## src/rtl/matbi_watch_time_counter.sv

```systemverilog
// rtl/matbi_watch_time_counter.sv - time-of-day counter with run/set mode FSM and +1 auto-repeat
module matbi_watch_time_counter #(
  parameter int P_HOUR_MAX = 24,
  parameter int P_SEC_MAX  = 60
) (
  input  logic       clk,
  input  logic       reset,
  input  logic       i_run_en,
  input  logic       i_one_sec_tick,
  input  logic       i_btn_tick,
  input  logic       i_btn_mode,
  input  logic       i_btn_plus,
  output logic [5:0] o_sec,
  output logic [5:0] o_min,
  output logic [4:0] o_hour,
  output logic [1:0] o_mode,
  output logic       o_day_tick
);

  localparam logic [5:0] SEC_LAST  = 6'(P_SEC_MAX - 1);
  localparam logic [4:0] HOUR_LAST = 5'(P_HOUR_MAX - 1);

  typedef enum logic [1:0] {
    MODE_RUN      = 2'd0,
    MODE_SET_SEC  = 2'd1,
    MODE_SET_MIN  = 2'd2,
    MODE_SET_HOUR = 2'd3
  } mode_e;

  // [0]=s1, [1]=s2, [2]=s3 of each button's synchronizer
  logic [2:0] mode_sync;
  logic [2:0] plus_sync;
  // Marks when s2 carries a real post-reset sample rather than its reset value
  logic [1:0] sync_valid;
  // A button only becomes usable after it has been seen released since reset,
  // so a button held through reset can neither rise nor auto-repeat.
  logic       mode_arm;
  logic       plus_arm;

  logic       mode_rise;
  logic       plus_rise;
  logic       plus_held;

  mode_e      mode_q;
  mode_e      mode_d;

  logic       run_mode;
  logic       sel_sec;
  logic       sel_min;
  logic       sel_hour;

  logic [5:0] sec_q;
  logic [5:0] min_q;
  logic [4:0] hour_q;
  logic       day_tick_q;

  logic       count_en;
  logic       plus_inc;
  logic       sec_last;
  logic       min_last;
  logic       hour_last;

  // Button synchronizers, edge history and release arming
  always_ff @(posedge clk or negedge reset) begin
    if (!reset) begin
      mode_sync  <= 3'b000;
      plus_sync  <= 3'b000;
      sync_valid <= 2'b00;
      mode_arm   <= 1'b0;
      plus_arm   <= 1'b0;
    end else begin
      mode_sync  <= {mode_sync[1:0], i_btn_mode};
      plus_sync  <= {plus_sync[1:0], i_btn_plus};
      sync_valid <= {sync_valid[0], 1'b1};
      mode_arm   <= mode_arm | (sync_valid[1] & ~mode_sync[1]);
      plus_arm   <= plus_arm | (sync_valid[1] & ~plus_sync[1]);
    end
  end

  assign mode_rise = mode_sync[1] & ~mode_sync[2] & mode_arm;
  assign plus_rise = plus_sync[1] & ~plus_sync[2] & plus_arm;
  assign plus_held = plus_sync[1] & plus_arm;

  // Mode state register
  always_ff @(posedge clk or negedge reset) begin
    if (!reset) begin
      mode_q <= MODE_RUN;
    end else begin
      mode_q <= mode_d;
    end
  end

  // Mode next-state: one step per mode rise, cycling back to RUN
  always_comb begin
    mode_d = mode_q;
    if (mode_rise) begin
      case (mode_q)
        MODE_RUN:      mode_d = MODE_SET_SEC;
        MODE_SET_SEC:  mode_d = MODE_SET_MIN;
        MODE_SET_MIN:  mode_d = MODE_SET_HOUR;
        MODE_SET_HOUR: mode_d = MODE_RUN;
        default:       mode_d = MODE_RUN;
      endcase
    end
  end

  // Mode decode for the datapath and the registered mode output
  always_comb begin
    run_mode = 1'b0;
    sel_sec  = 1'b0;
    sel_min  = 1'b0;
    sel_hour = 1'b0;
    case (mode_q)
      MODE_RUN:      run_mode = 1'b1;
      MODE_SET_SEC:  sel_sec  = 1'b1;
      MODE_SET_MIN:  sel_min  = 1'b1;
      MODE_SET_HOUR: sel_hour = 1'b1;
      default:       run_mode = 1'b1;
    endcase
  end

  assign o_mode = mode_q;

  // The current mode governs the cycle of a mode step; a mode step swallows
  // any plus event in the same cycle.
  assign count_en  = run_mode & i_one_sec_tick & i_run_en;
  assign plus_inc  = ~run_mode & ~mode_rise & (plus_rise | (plus_held & i_btn_tick));
  assign sec_last  = (sec_q == SEC_LAST);
  assign min_last  = (min_q == SEC_LAST);
  assign hour_last = (hour_q == HOUR_LAST);

  // Time fields: carry chain in RUN, independent wrapping increments in SET
  always_ff @(posedge clk or negedge reset) begin
    if (!reset) begin
      sec_q      <= 6'd0;
      min_q      <= 6'd0;
      hour_q     <= 5'd0;
      day_tick_q <= 1'b0;
    end else begin
      day_tick_q <= 1'b0;
      if (count_en) begin
        if (!sec_last) begin
          sec_q <= sec_q + 6'd1;
        end else begin
          sec_q <= 6'd0;
          if (!min_last) begin
            min_q <= min_q + 6'd1;
          end else begin
            min_q <= 6'd0;
            if (!hour_last) begin
              hour_q <= hour_q + 5'd1;
            end else begin
              hour_q     <= 5'd0;
              day_tick_q <= 1'b1;
            end
          end
        end
      end else if (plus_inc) begin
        if (sel_sec) begin
          sec_q <= sec_last ? 6'd0 : sec_q + 6'd1;
        end
        if (sel_min) begin
          min_q <= min_last ? 6'd0 : min_q + 6'd1;
        end
        if (sel_hour) begin
          hour_q <= hour_last ? 5'd0 : hour_q + 5'd1;
        end
      end
    end
  end

  assign o_sec      = sec_q;
  assign o_min      = min_q;
  assign o_hour     = hour_q;
  assign o_day_tick = day_tick_q;

endmodule

```

## config.mk

```make
export PLATFORM = sky130hd
export DESIGN_NAME = matbi_watch_time_counter
export DESIGN_NICKNAME = d
export VERILOG_FILES = /design/src/rtl/matbi_watch_time_counter.sv
export SDC_FILE = /design/constraint.sdc
export NUM_CORES = 1
export LEC_CHECK = 0
export BUFFER_PORTS_ARGS = -buffer_cell sky130_fd_sc_hd__buf_2
export CELL_PAD_IN_SITES_DETAIL_PLACEMENT = 1
export CELL_PAD_IN_SITES_GLOBAL_PLACEMENT = 1
export CORE_MARGIN = 10
export CORE_UTILIZATION = 45
export CTS_CLUSTER_DIAMETER = 200
export CTS_CLUSTER_SIZE = 30
export DETAILED_ROUTE_END_ITERATION = 8
export PLACE_DENSITY_LB_ADDON = 0.2
export SLEW_MARGIN = 10
export SYNTH_ARGS = -nofsm -noshare
export SYNTH_HDL_FRONTEND = slang
export SYNTH_SLANG_ARGS = --single-unit
```

## constraint.sdc

```tcl
create_clock -name clk -period 3.1 [get_ports clk]
set_input_delay 0.31 -clock clk [delete_from_list [all_inputs] [get_ports clk]]
set_output_delay 0.31 -clock clk [all_outputs]
set_load 0.05 [all_outputs]
```

# Word-level counts from Yosys, hierarchy flattened
# Index checks and enable logic that the tools add are counted.
# word_totals
ff_bits	30
in_bits	7
out_inout_bits	20
word_cells	74
# op_classes
n_addsub	3
eq_ne	8
mux	24
bitwise	21
reduce_logical	8
# op_table
operator	n
$mux 6	9
$mux 5	6
$add 6x1->6 const B	2
$and 1x1->1	12
$eq 6x6->1 const B	2
$mux 1	8
$pmux 2 s4	1
$reduce_bool 2->1	4
$not 1->1	6
$add 5x1->5 const B	1
$eq 5x5->1 const B	1
$eq 2x2->1 const B	2
$ne 2x1->1 const B	2
$reduce_and 4->1	1
$or 1x1->1	3
$reduce_and 3->1	1
$eq 2x1->1 const B	1
$logic_not 2->1	1
$reduce_and 2->1	1

# Logic depth before layout (Yosys ltp)
# Gate-level depths: netlist of the first run.
# depth
depth_word	8
depth_mapped	6
ltp_nobuf	6

# Worst setup path before layout of the first run
# Ideal clock, no wire load.
# synth_path
kind	reg-to-reg
start	register sec_q[0] (netlist: o_sec[0])
end	register hour_q[3] (netlist: o_hour[3])
setup_time_ns	0.128
arrival_time_ns	2.091
setup_slack_ns	0.881
stages_incl_launch_ff	6
path_buffers	0
synth_period_minus_slack_ns	2.219
cell_sequence	dfrtp_1 ha_1 nand4_1 or4b_4 a21oi_1 mux2_1
# synth_between
elab_chain_cells	3
# synth_rtl
element	line_no	rtl
start: declaration	52	logic [5:0] sec_q;
start signal: assignment	143	sec_q <= sec_q + 6'd1;
start signal: assignment	160	sec_q <= sec_last ? 6'd0 : sec_q + 6'd1;
$eq 6x6->1	128	assign sec_last = (sec_q == SEC_LAST);
$ne 2x1->1 (no line)	n/a	
$reduce_and 4->1 (no line)	n/a	
end signal: assignment	151	hour_q <= hour_q + 5'd1;
end signal: assignment	166	hour_q <= hour_last ? 5'd0 : hour_q + 5'd1;
end: declaration	54	logic [4:0] hour_q;
# Every way passes these cells.
# A chain may end at the register's enable or synchronous reset.

# Worst setup path in the final report of the first run
# layout_path
start	register mode_q[0] (netlist: o_mode[0])
end	register hour_q[3] (netlist: o_hour[3])
# layout_between
elab_chain_cells	7
word_cells_on_any_way	15
classes_between	eq/ne: 3; mux: 3; bitwise: 5; reduce/logical: 4
# layout_rtl
element	line_no	rtl
start: declaration	44	mode_e mode_q;
start signal: assignment	89	mode_q <= mode_d;
$logic_not 2->1	113	case (mode_q)
$mux 1	113	
$not 1->1	127	assign plus_inc = ~run_mode & ~mode_rise & (plus_rise | (plus_held & i_btn_tick));
$and 1x1->1 (2 in series)	127	
$reduce_bool 2->1 (no line)	n/a	
$reduce_and 4->1 (no line)	n/a	
# Parallel ways exist; a longest one is shown, timed or not.

==> impl_metrics.env, run 1 <==
export IMPL_status="complete, but fails checks"
export IMPL_violations="negative hold slack"
export IMPL_use_met3_pct=5.07
export IMPL_finalSetupTns_ps=0
export IMPL_cts_sinks=30
export IMPL_cts_buffers=5
export IMPL_place_hpwl_um=2490
export IMPL_final_nets=174
export IMPL_pwr_share_seq_pct=35.4
export IMPL_die_width_um=76.3
export IMPL_fin_skew_ps=15.8
export IMPL_clk_pin_slew_worst_paths_ps=110
export IMPL_cp_required_ps=3340
export IMPL_drt_iter0_drc=67
export IMPL_grt_busiest_layer="met2"
export IMPL_ir_drop_uv=414
export IMPL_root_buffer="clkbuf_4"
export IMPL_async_flop_share_pct=100
export IMPL_via_per_inst=5.49
export IMPL_area_delta_synth_final_pct=20.0
export IMPL_fin_crit_ps=2110
export IMPL_grt_pass1_vias=1210
export IMPL_coreArea_um2=3050
export IMPL_ant_nets=0
export IMPL_setup_slack_ps=991
export IMPL_final_common_cell="dfrtp_1"
export IMPL_clk_latency_ps=340
export IMPL_fmax_mhz=474
export IMPL_worstSetupStartpoint="o_mode[0]$_DFFE_PN0P_"
export IMPL_ys_dominant_reg_cell="dfrtp_1"
export IMPL_cp_max_fo=6
export IMPL_max_stage_delay_ps=510
export IMPL_total_power_w=0.00170
export IMPL_io_buffers=26
export IMPL_final_layout_size_suffix_gt1_share_pct=26.1
export IMPL_gr_usage_met1_pct=12.4
export IMPL_yosys_area_top_type_share_pct=52.6
export IMPL_crit_path_top_delay_cell="or4b_4"
export IMPL_r2r_start="o_mode[0]$_DFFE_PN0P_"
export IMPL_max_cap_violations=0
export IMPL_seq_area_frac_synth_pct=52.6
export IMPL_avgSynthCellArea_um2=11.2
export IMPL_grt_overflow=0
export IMPL_p_leak_nw=0.858
export IMPL_wire_per_inst_um=16.5
export IMPL_pwr_density_cell_nw_per_um2=991
export IMPL_syn_area_um2=1430
export IMPL_ios=27
export IMPL_place_area_um2=1600
export IMPL_switchingPower_w=0.000750
export IMPL_drc=0
export IMPL_slew_violations=0
export IMPL_switching_share_pct=44.2
export IMPL_synth_top_area_cell="dfrtp_1"
export IMPL_r2r_end="o_hour[3]$_DFFE_PN0P_"
export IMPL_start_util_pct=46.8
export IMPL_ys_types=40
export IMPL_gp_congestion=0.821
export IMPL_worst_slew_pin_slew_ps=672
export IMPL_grt_setup_unrepaired="false"
export IMPL_dieArea_um2=5830
export IMPL_cts_tree="built"
export IMPL_antenna_found_initial=0
export IMPL_diodes=0
export IMPL_maxSlewHeadroom_pct=55.2
export IMPL_num_vias=1125
export IMPL_dieHeight_um=76.3
export IMPL_worstPathCellList="inv_1 > ha_1 > and4b_1 > or4b_4 > a21oi_1 > mux2_1"
export IMPL_synth_seq_cells=30
export IMPL_reg2reg_depth=6
export IMPL_setup_viol=0
export IMPL_cp_end_kind="flop"
export IMPL_post_cts_resized=0
export IMPL_internal_power_w=0.000948
export IMPL_crit_type="reg -> reg"
export IMPL_grt_start_max_net_pins=31
export IMPL_start_kind="flop"
export IMPL_final_area_um2=1710
export IMPL_met2_usage_pct=20.8
export IMPL_combPwrFrac_pct=39.9
export IMPL_grt_pass1_wl_um=5690
export IMPL_grtUsageTotal_pct=12.3
export IMPL_timing_final_crit_share_pct=68.0
export IMPL_synth_nets=142
export IMPL_routed_wl_um=3380
export IMPL_finalHoldViolCount=20
export IMPL_ys_warn_count=0
export IMPL_cts_htree_levels=2
export IMPL_rows=20
export IMPL_synthTopCellsByArea="dfrtp_1 (53%), ha_1 (6.1%), mux2_2 (3.9%)"
export IMPL_hold_ws_ps=-16.1
export IMPL_synth_edf_count=0
export IMPL_first_pass_iters=4
export IMPL_crit_path_end="o_hour[3]$_DFFE_PN0P_"
export IMPL_hold_buffers=0
export IMPL_final_cell_mix="dfrtp_1 (30), buf_2 (26), nor2_1 (10)"
export IMPL_p_clk_share_pct=24.8
export IMPL_nFillCells=354
export IMPL_post_place_ws_ps=986
export IMPL_r2r_slack_ps=990
export IMPL_netlist_instances=128
export IMPL_cts_path_max_buffers=2
export IMPL_critical_path_arrival_ps=2350
export IMPL_hold_class="in -> async"
export IMPL_cts_setup_buffers=0
==> critical path, delay by kind of cell (launching register included) <==
family	cells	cell delay, ps
AOI/OAI and AO/OA	1	190
buffers and inverters	1	110
DFF	1	430
muxes	1	330
and+or+nand+nor	2	730
adders and majority gates	1	210
==> through the flow <==
stage          instances  utilization (%)
2_1_floorplan        128                -
3_3_place_gp         197             52.5
3_5_place_dp         197             52.5
4_1_cts              205             56.1
5_1_grt              205             56.1
6_report             205             56.1
==> logic make-up after synthesis <==
kind of cell,share of synthesized area [%]
simple gates,18.9
flops,52.6
compound gates,12.9
mux,6.22
fa+ha+maj,6.13
buf+inv,2.37
other cells,0.263
xor+xnor,0.614
==> registers in the layout (all words and copies together), names as in the netlist, 2 cells and up <==
register and cells:
o_mode 2, o_sec 6, o_hour 5, sync_valid 2
o_min 6, plus_sync 3, mode_sync 3
==> cell type report <==
| class | instances | area, um2 | share of cell area (%) |
|---|---|---|---|
| Inverter | 6 | 22.5 | 1.31 |
| Sequential cell | 30 | 751 | 43.8 |
| Clock inverter | 2 | 60.1 | 3.51 |
| Clock buffer | 6 | 51.3 | 2.99 |
| Timing Repair Buffer | 26 | 130 | 7.60 |
| Tap cell | 44 | 55.1 | 3.21 |
| Multi-Input combinational cell | 91 | 643 | 37.5 |
==> power by group through the flow <==
stage | sequential, W | combinational (W) | clock (W)
2_1_floorplan | 0.000878 | 0.000238 | 0
3_3_place_gp | 0.000597 | 0.000670 | 0
3_5_place_dp | 0.000606 | 0.000685 | 0
4_1_cts | 0.000599 | 0.000690 | 0.000433
5_1_grt | 0.000620 | 0.000736 | 0.000450
6_report | 0.000600 | 0.000677 | 0.000420
==> synthesized netlist by cell type (2+ instances only) <==
cell type	number
and4_1	2
nor3_1	2
ha_1	7
or2_2	2
and3_1	3
nor2_1	10
a22o_1	5
and4b_1	2
nand3_1	7
a21oi_1	3
dfrtp_1	30
nand2_1	8
inv_1	6
a21o_1	2
mux2_2	5
nand4_1	4
o21ai_0	6
mux2_1	2
==> worst min path at each step <==
stage / from / end / slack [ps]
final: reset / o_hour[0]$_DFFE_PN0P_ / -20
after global placement: mode_sync[0]$_DFF_PN0_ / mode_sync[1]$_DFF_PN0_ / 330
after floorplan: reset / mode_arm$_DFF_PN0_ / 10
after CTS: reset / o_hour[2]$_DFFE_PN0P_ / 0.6
after detailed placement: mode_sync[0]$_DFF_PN0_ / mode_sync[1]$_DFF_PN0_ / 340
after global routing: reset / o_hour[0]$_DFFE_PN0P_ / 10
==> layer usage <==
metal / vias to the layer above / share of wire [%]
li1: 532 / -
met3: 11 / 6.2
met5: - / 0
met2: 32 / 50
met4: 0 / 2.7
met1: 550 / 41
Note: power is estimated with default switching activity, not from simulation.
==> run 2: changes to the inputs <==
--- a/config.mk
+++ b/config.mk
@@ -9,7 +9,7 @@
 export CELL_PAD_IN_SITES_DETAIL_PLACEMENT = 1
 export CELL_PAD_IN_SITES_GLOBAL_PLACEMENT = 1
 export CORE_MARGIN = 10
-export CORE_UTILIZATION = 45
+export CORE_UTILIZATION = 42
 export CTS_CLUSTER_DIAMETER = 200
 export CTS_CLUSTER_SIZE = 30
 export DETAILED_ROUTE_END_ITERATION = 8
==> constraint.sdc (replaced) <==
create_clock -name clk -period 2 [get_ports clk]
set_input_delay 0.2 -clock clk [delete_from_list [all_inputs] [get_ports clk]]
set_output_delay 0.2 -clock clk [all_outputs]
set_load 0.05 [all_outputs]
==> run 2 against run 1 <==
The run now ends clean. Highest routed layer unchanged. Sequential power grew 55%. Clock skew shrank 6.4 ps. Die area grew 5.2%. Via count grew 4.9%. Critical path depth is the same. Register-to-register slack lost 960 ps. Sequential share of layout area shrank 2.5 points. Maximum frequency grew 7.0%. Power grew 58%. Cell count grew 7.3%. Combinational power grew 85%. Setup slack lost 960 ps.
==> impl_metrics.env, run 2 (synthesis gave the netlist of run 1 again) <==
export IMPL_r2r_slack_ps=30
export IMPL_final_cell_mix="buf_2 (26), dfrtp_1 (21), nor2_1 (10), buf_4 (10), dfrtp_2 (9)"
export IMPL_place_hpwl_um=2780
export IMPL_internal_power_w=0.00144
export IMPL_final_nets=187
export IMPL_ir_drop_uv=765
export IMPL_grt_pass1_vias=1313
export IMPL_cp_max_fo=6
export IMPL_min_from="sync_valid[0]$_DFF_PN0_"
export IMPL_critical_path_arrival_ps=2190
export IMPL_grtUsageTotal_pct=12.6
export IMPL_num_vias=1180
export IMPL_pwr_density_cell_nw_per_um2=1450
export IMPL_r2r_start="o_mode[0]$_DFFE_PN0P_"
export IMPL_wire_per_inst_um=16.9
export IMPL_start_util_pct=43.1
export IMPL_worst_slew_pin_slew_ps=687
export IMPL_cp_end_kind="flop"
export IMPL_cts_sinks=30
export IMPL_dieHeight_um=78.3
export IMPL_finalHoldViolCount=0
export IMPL_start_kind="flop"
export IMPL_maxSlewHeadroom_pct=54.2
export IMPL_hold_class="reg -> reg"
export IMPL_pwr_share_seq_pct=34.7
export IMPL_register_area_um2=762
export IMPL_diodes=0
export IMPL_fmax_mhz=507
export IMPL_clk_latency_ps=330
export IMPL_p_clk_share_pct=18.4
export IMPL_grt_start_max_net_pins=31
export IMPL_cts_path_max_buffers=2
export IMPL_die_width_um=78.3
export IMPL_fin_crit_ps=1970
export IMPL_setup_viol=0
export IMPL_grt_overflow=0
export IMPL_ios=27
export IMPL_fin_skew_ps=9.45
export IMPL_cts_htree_levels=2
export IMPL_cp_required_ps=2220
export IMPL_combPwrFrac_pct=46.8
export IMPL_via_per_inst=5.36
export IMPL_io_buffers=26
export IMPL_first_pass_iters=4
export IMPL_drc=0
export IMPL_multi_input_area_um2=683
export IMPL_nFillCells=384
export IMPL_reg2reg_depth=6
export IMPL_setup_slack_ps=28.5
export IMPL_final_area_um2=1850
export IMPL_final_common_cell="buf_2"
export IMPL_place_area_um2=1690
export IMPL_coreArea_um2=3310
export IMPL_r2r_end="o_hour[4]$_DFFE_PN0P_"
export IMPL_holdPathEnd="sync_valid[1]$_DFF_PN0_"
export IMPL_rows=21
export IMPL_switchingPower_w=0.00124
export IMPL_root_buffer="clkbuf_4"
export IMPL_gp_congestion=0.847
export IMPL_slew_violations=0
export IMPL_post_place_ws_ps=5.93
export IMPL_switching_share_pct=46.1
export IMPL_antenna_found_initial=0
export IMPL_cts_tree="built"
export IMPL_clk_pin_slew_worst_paths_ps=100
export IMPL_dieArea_um2=6130
export IMPL_hold_ws_ps=359
export IMPL_min_path_cells=0
export IMPL_final_layout_size_suffix_gt1_share_pct=39.7
export IMPL_cts_buffers=5
export IMPL_routed_wl_um=3710
export IMPL_grt_pass1_wl_um=6220
export IMPL_area_delta_synth_final_pct=29.3
export IMPL_p_leak_nw=0.883
export IMPL_ant_nets=0
export IMPL_status="finished clean"
export IMPL_drt_iter0_drc=50
export IMPL_timing_final_crit_share_pct=98.6
export IMPL_max_cap_violations=0
export IMPL_utilization_pct=55.7
export IMPL_crit_type="reg -> reg"
run 2: cell count changes in the layout (fill, tap and decap cells not counted), moves of 3 or more:
cell	delta
dlygate4sd3_1	+3
dfrtp_1	-9
dfrtp_2	+9
buf_4	+10
run 2: worst max path at each step:
stage          cells past startpoint             startpoint  slack (ps)                     to
2_1_floorplan                      6  o_mode[1]$_DFFE_PN0P_         -50  o_hour[3]$_DFFE_PN0P_
3_5_place_dp                       6  o_mode[0]$_DFFE_PN0P_           6  o_hour[3]$_DFFE_PN0P_
3_3_place_gp                       6  o_mode[1]$_DFFE_PN0P_         100  o_hour[3]$_DFFE_PN0P_
6_report                           6  o_mode[0]$_DFFE_PN0P_          30  o_hour[4]$_DFFE_PN0P_
4_1_cts                            6  o_mode[0]$_DFFE_PN0P_          10  o_hour[3]$_DFFE_PN0P_
5_1_grt                            6  o_mode[0]$_DFFE_PN0P_         -10  o_hour[4]$_DFFE_PN0P_
run 2: area by class of cell:
cell class	count	area share, %
Tap cell	46	3.12
Inverter	6	1.36
Sequential cell	30	41.3
Timing Repair Buffer	39	12.7
Multi-Input combinational cell	91	37.0
Clock buffer	5	2.03
Clock inverter	3	2.44
run 2: timing repair:
action                     in CTS  in global routing
hold buffers                    3                  0
setup buffers                   1                  4
resized for setup               0                  3
setup endpoints to repair       1                  4
pin swaps                       1                  5
hold endpoints to repair       32                  0
run 2: routing by layer:
metal | vias up | global-route usage, % | share of wire, %
met3 | 6 | 5.13 | 4.6
met2 | 22 | 22.9 | 51
met1 | 593 | 12.5 | 42
met5 | - | 0 | 0
li1 | 559 | - | -
met4 | 0 | 4.84 | 1.6
run 2: power by group through the flow:
stage / registers (W) / logic (W) / clock network (W)
2_1_floorplan: 0.00139 / 0.000398 / 0
3_3_place_gp: 0.000922 / 0.00115 / 0
3_5_place_dp: 0.000937 / 0.00121 / 0
4_1_cts: 0.000924 / 0.00122 / 0.000514
5_1_grt: 0.000958 / 0.00136 / 0.000541
6_report: 0.000931 / 0.00125 / 0.000494
run 2: per-stage QoR:
stage	cells	power, W	TNS [ps]
floorplan	128	0.00179	-80.6
global placement	204	0.00207	0
detailed placement	204	0.00215	0
CTS	216	0.00266	0
global route	220	0.00286	-27.9
finish	220	0.00268	0
run 2: critical path, stage by stage, from the launching register on:
cell and delay [ps]:
dfrtp_2 440, inv_4 80, ha_4 140, and4b_1 200, or4b_4 520, a21oi_2 180
mux2_4 310
==> run 3: changes to the inputs <==
--- a/config.mk
+++ b/config.mk
@@ -9,11 +9,12 @@
 export CELL_PAD_IN_SITES_DETAIL_PLACEMENT = 1
 export CELL_PAD_IN_SITES_GLOBAL_PLACEMENT = 1
 export CORE_MARGIN = 10
-export CORE_UTILIZATION = 42
+export CORE_UTILIZATION = 40
 export CTS_CLUSTER_DIAMETER = 200
 export CTS_CLUSTER_SIZE = 30
 export DETAILED_ROUTE_END_ITERATION = 8
 export PLACE_DENSITY_LB_ADDON = 0.2
+export REMOVE_ABC_BUFFERS = 1
 export SLEW_MARGIN = 10
 export SYNTH_ARGS = -nofsm -noshare
 export SYNTH_HDL_FRONTEND = slang
==> constraint.sdc (replaced) <==
create_clock -name clk -period 2 [get_ports clk]
set_input_delay 0.2 -clock clk [delete_from_list [all_inputs] [get_ports clk]]
set_output_delay 0.2 -clock clk [all_outputs]
set_load 0.1 [all_outputs]
==> run 3 against run 2 <==
First-iteration DRC count grew 74%. Wire length is 6.6% lower. Utilization down 1.3 points. Critical path type unchanged. Sequential cell count stayed put. Non-clock buffer count down 1. Final area barely moved.
==> impl_metrics.env, run 3 (synthesis gave the netlist of run 1 again) <==
export IMPL_status="finished clean"
export IMPL_gp_congestion=0.800
export IMPL_finalHoldViolCount=0
export IMPL_first_pass_iters=2
export IMPL_root_buffer="clkbuf_4"
export IMPL_grt_setup_unrepaired="true"
export IMPL_drt_iter0_drc=87
export IMPL_start_util_pct=42.1
export IMPL_cts_tree="built"
export IMPL_slew_violations=0
export IMPL_min_path_cells=0
export IMPL_clk_latency_ps=330
export IMPL_r2r_slack_ps=80
export IMPL_max_cap_violations=0
export IMPL_ant_nets=0
export IMPL_coreArea_um2=3390
export IMPL_final_area_um2=1850
export IMPL_final_layout_size_suffix_gt1_share_pct=33.5
export IMPL_via_per_inst=5.26
export IMPL_cts_buffers=5
export IMPL_diodes=0
export IMPL_dieHeight_um=79.7
export IMPL_grt_start_max_net_pins=31
export IMPL_grt_pass1_wl_um=5990
export IMPL_cp_end_kind="flop"
export IMPL_worst_slew_pin_slew_ps=691
export IMPL_min_from="plus_sync[0]$_DFF_PN0_"
export IMPL_crit_type="reg -> reg"
export IMPL_cts_path_max_buffers=2
export IMPL_num_vias=1151
export IMPL_antenna_found_initial=0
export IMPL_grt_overflow=0
export IMPL_io_buffers=26
export IMPL_fmax_mhz=521
export IMPL_dieArea_um2=6360
export IMPL_cp_required_ps=2220
export IMPL_clk_pin_slew_worst_paths_ps=100
export IMPL_r2r_end="o_hour[3]$_DFFE_PN0P_"
export IMPL_place_hpwl_um=2550
export IMPL_cts_htree_levels=2
export IMPL_cp_max_fo=6
export IMPL_final_cell_mix="dfrtp_1 (30), buf_2 (26), nor2_1 (10)"
export IMPL_grtUsageTotal_pct=11.7
export IMPL_rows=21
export IMPL_routed_wl_um=3470
export IMPL_final_common_cell="dfrtp_1"
export IMPL_grt_pass1_vias=1315
export IMPL_critical_path_arrival_ps=2140
export IMPL_start_kind="flop"
export IMPL_place_area_um2=1660
export IMPL_r2r_start="o_mode[0]$_DFFE_PN0P_"
export IMPL_timing_final_crit_share_pct=95.9
export IMPL_wire_per_inst_um=15.8
export IMPL_hold_ws_ps=358
export IMPL_holdPathEnd="plus_sync[1]$_DFF_PN0_"
export IMPL_fin_crit_ps=1920
export IMPL_hold_class="reg -> reg"
export IMPL_ios=27
export IMPL_fin_skew_ps=5.25
export IMPL_reg2reg_depth=6
export IMPL_maxSlewHeadroom_pct=53.9
export IMPL_final_nets=186
export IMPL_drc=0
export IMPL_die_width_um=79.7
export IMPL_area_delta_synth_final_pct=29.4
export IMPL_worstSetupStartpoint="o_mode[0]$_DFFE_PN0P_"
export IMPL_cts_sinks=30
export IMPL_setup_viol=0
## run 3: cell types whose count changed in the layout (fill, tap and decap cells not counted), sizes merged
cell	delta
buf	-1
clkbuf	+1
clkinvlp	-2
bufinv	+1
## run 3: layout make-up
cell class / instances / area [um2]
Fill cell: 392 / 1540
Sequential cell: 30 / 751
Multi-Input combinational cell: 91 / 677
Timing Repair Buffer: 38 / 228
Clock inverter: 2 / 60.1
Tap cell: 46 / 57.6
Clock buffer: 6 / 51.3
Inverter: 6 / 22.5
## run 3: metal layers
| metal | routed length (um) | part of all wire [%] | global-route usage [%] |
|---|---|---|---|
| met1 | 1560 | 45 | 12.9 |
| met2 | 1730 | 50 | 19.8 |
| met3 | 143 | 4.1 | 4.95 |
| met4 | 36 | 1.0 | 3.70 |
| met5 | 0 | 0 | 0 |
## run 3: stage by stage
| stage | worst slack [ps] | TNS [ps] | std cells | util, % |
|---|---|---|---|---|
| 6_report | 81.3 | 0 | 219 | 54.5 |
| 3_3_place_gp | 78.2 | 0 | 207 | 49.1 |
| 5_1_grt | -22.4 | -38.8 | 219 | 54.5 |
| 4_1_cts | 4.75 | 0 | 218 | 53.6 |
| 2_1_floorplan | -583 | -6880 | 127 | - |
| 3_5_place_dp | -6.01 | -6.01 | 207 | 49.1 |
## run 3: how the worst max path moves through the flow
stage                     cells after the start               endpoint  slack [ps]
after global routing                          5  o_hour[3]$_DFFE_PN0P_         -20
after global placement                        6  o_hour[4]$_DFFE_PN0P_          80
after floorplan                               5  o_hour[3]$_DFFE_PN0P_        -580
after CTS                                     6  o_hour[3]$_DFFE_PN0P_           5
final                                         6  o_hour[3]$_DFFE_PN0P_          80
after detailed placement                      6  o_hour[3]$_DFFE_PN0P_          -6
## run 3: timing repair
item / CTS / global route
hold endpoints to repair: 32 / 0
hold buffers: 3 / 0
endpoints found under the setup margin: 3 / 3
setup buffers: 0 / 1
resized for setup: 3 / 6
pin swaps: 0 / 1
## run 3: critical path, stage by stage, from the launching register on
cell and delay, ps:
dfrtp_1 410, inv_2 90, ha_4 150, and4b_1 190, or4b_4 510, a21oi_2 140, mux2_1 320
Power of run 3 is left out: the tool's default activity adds up to more than one toggle a clock period on the data nets, which glitch-free logic cannot reach.
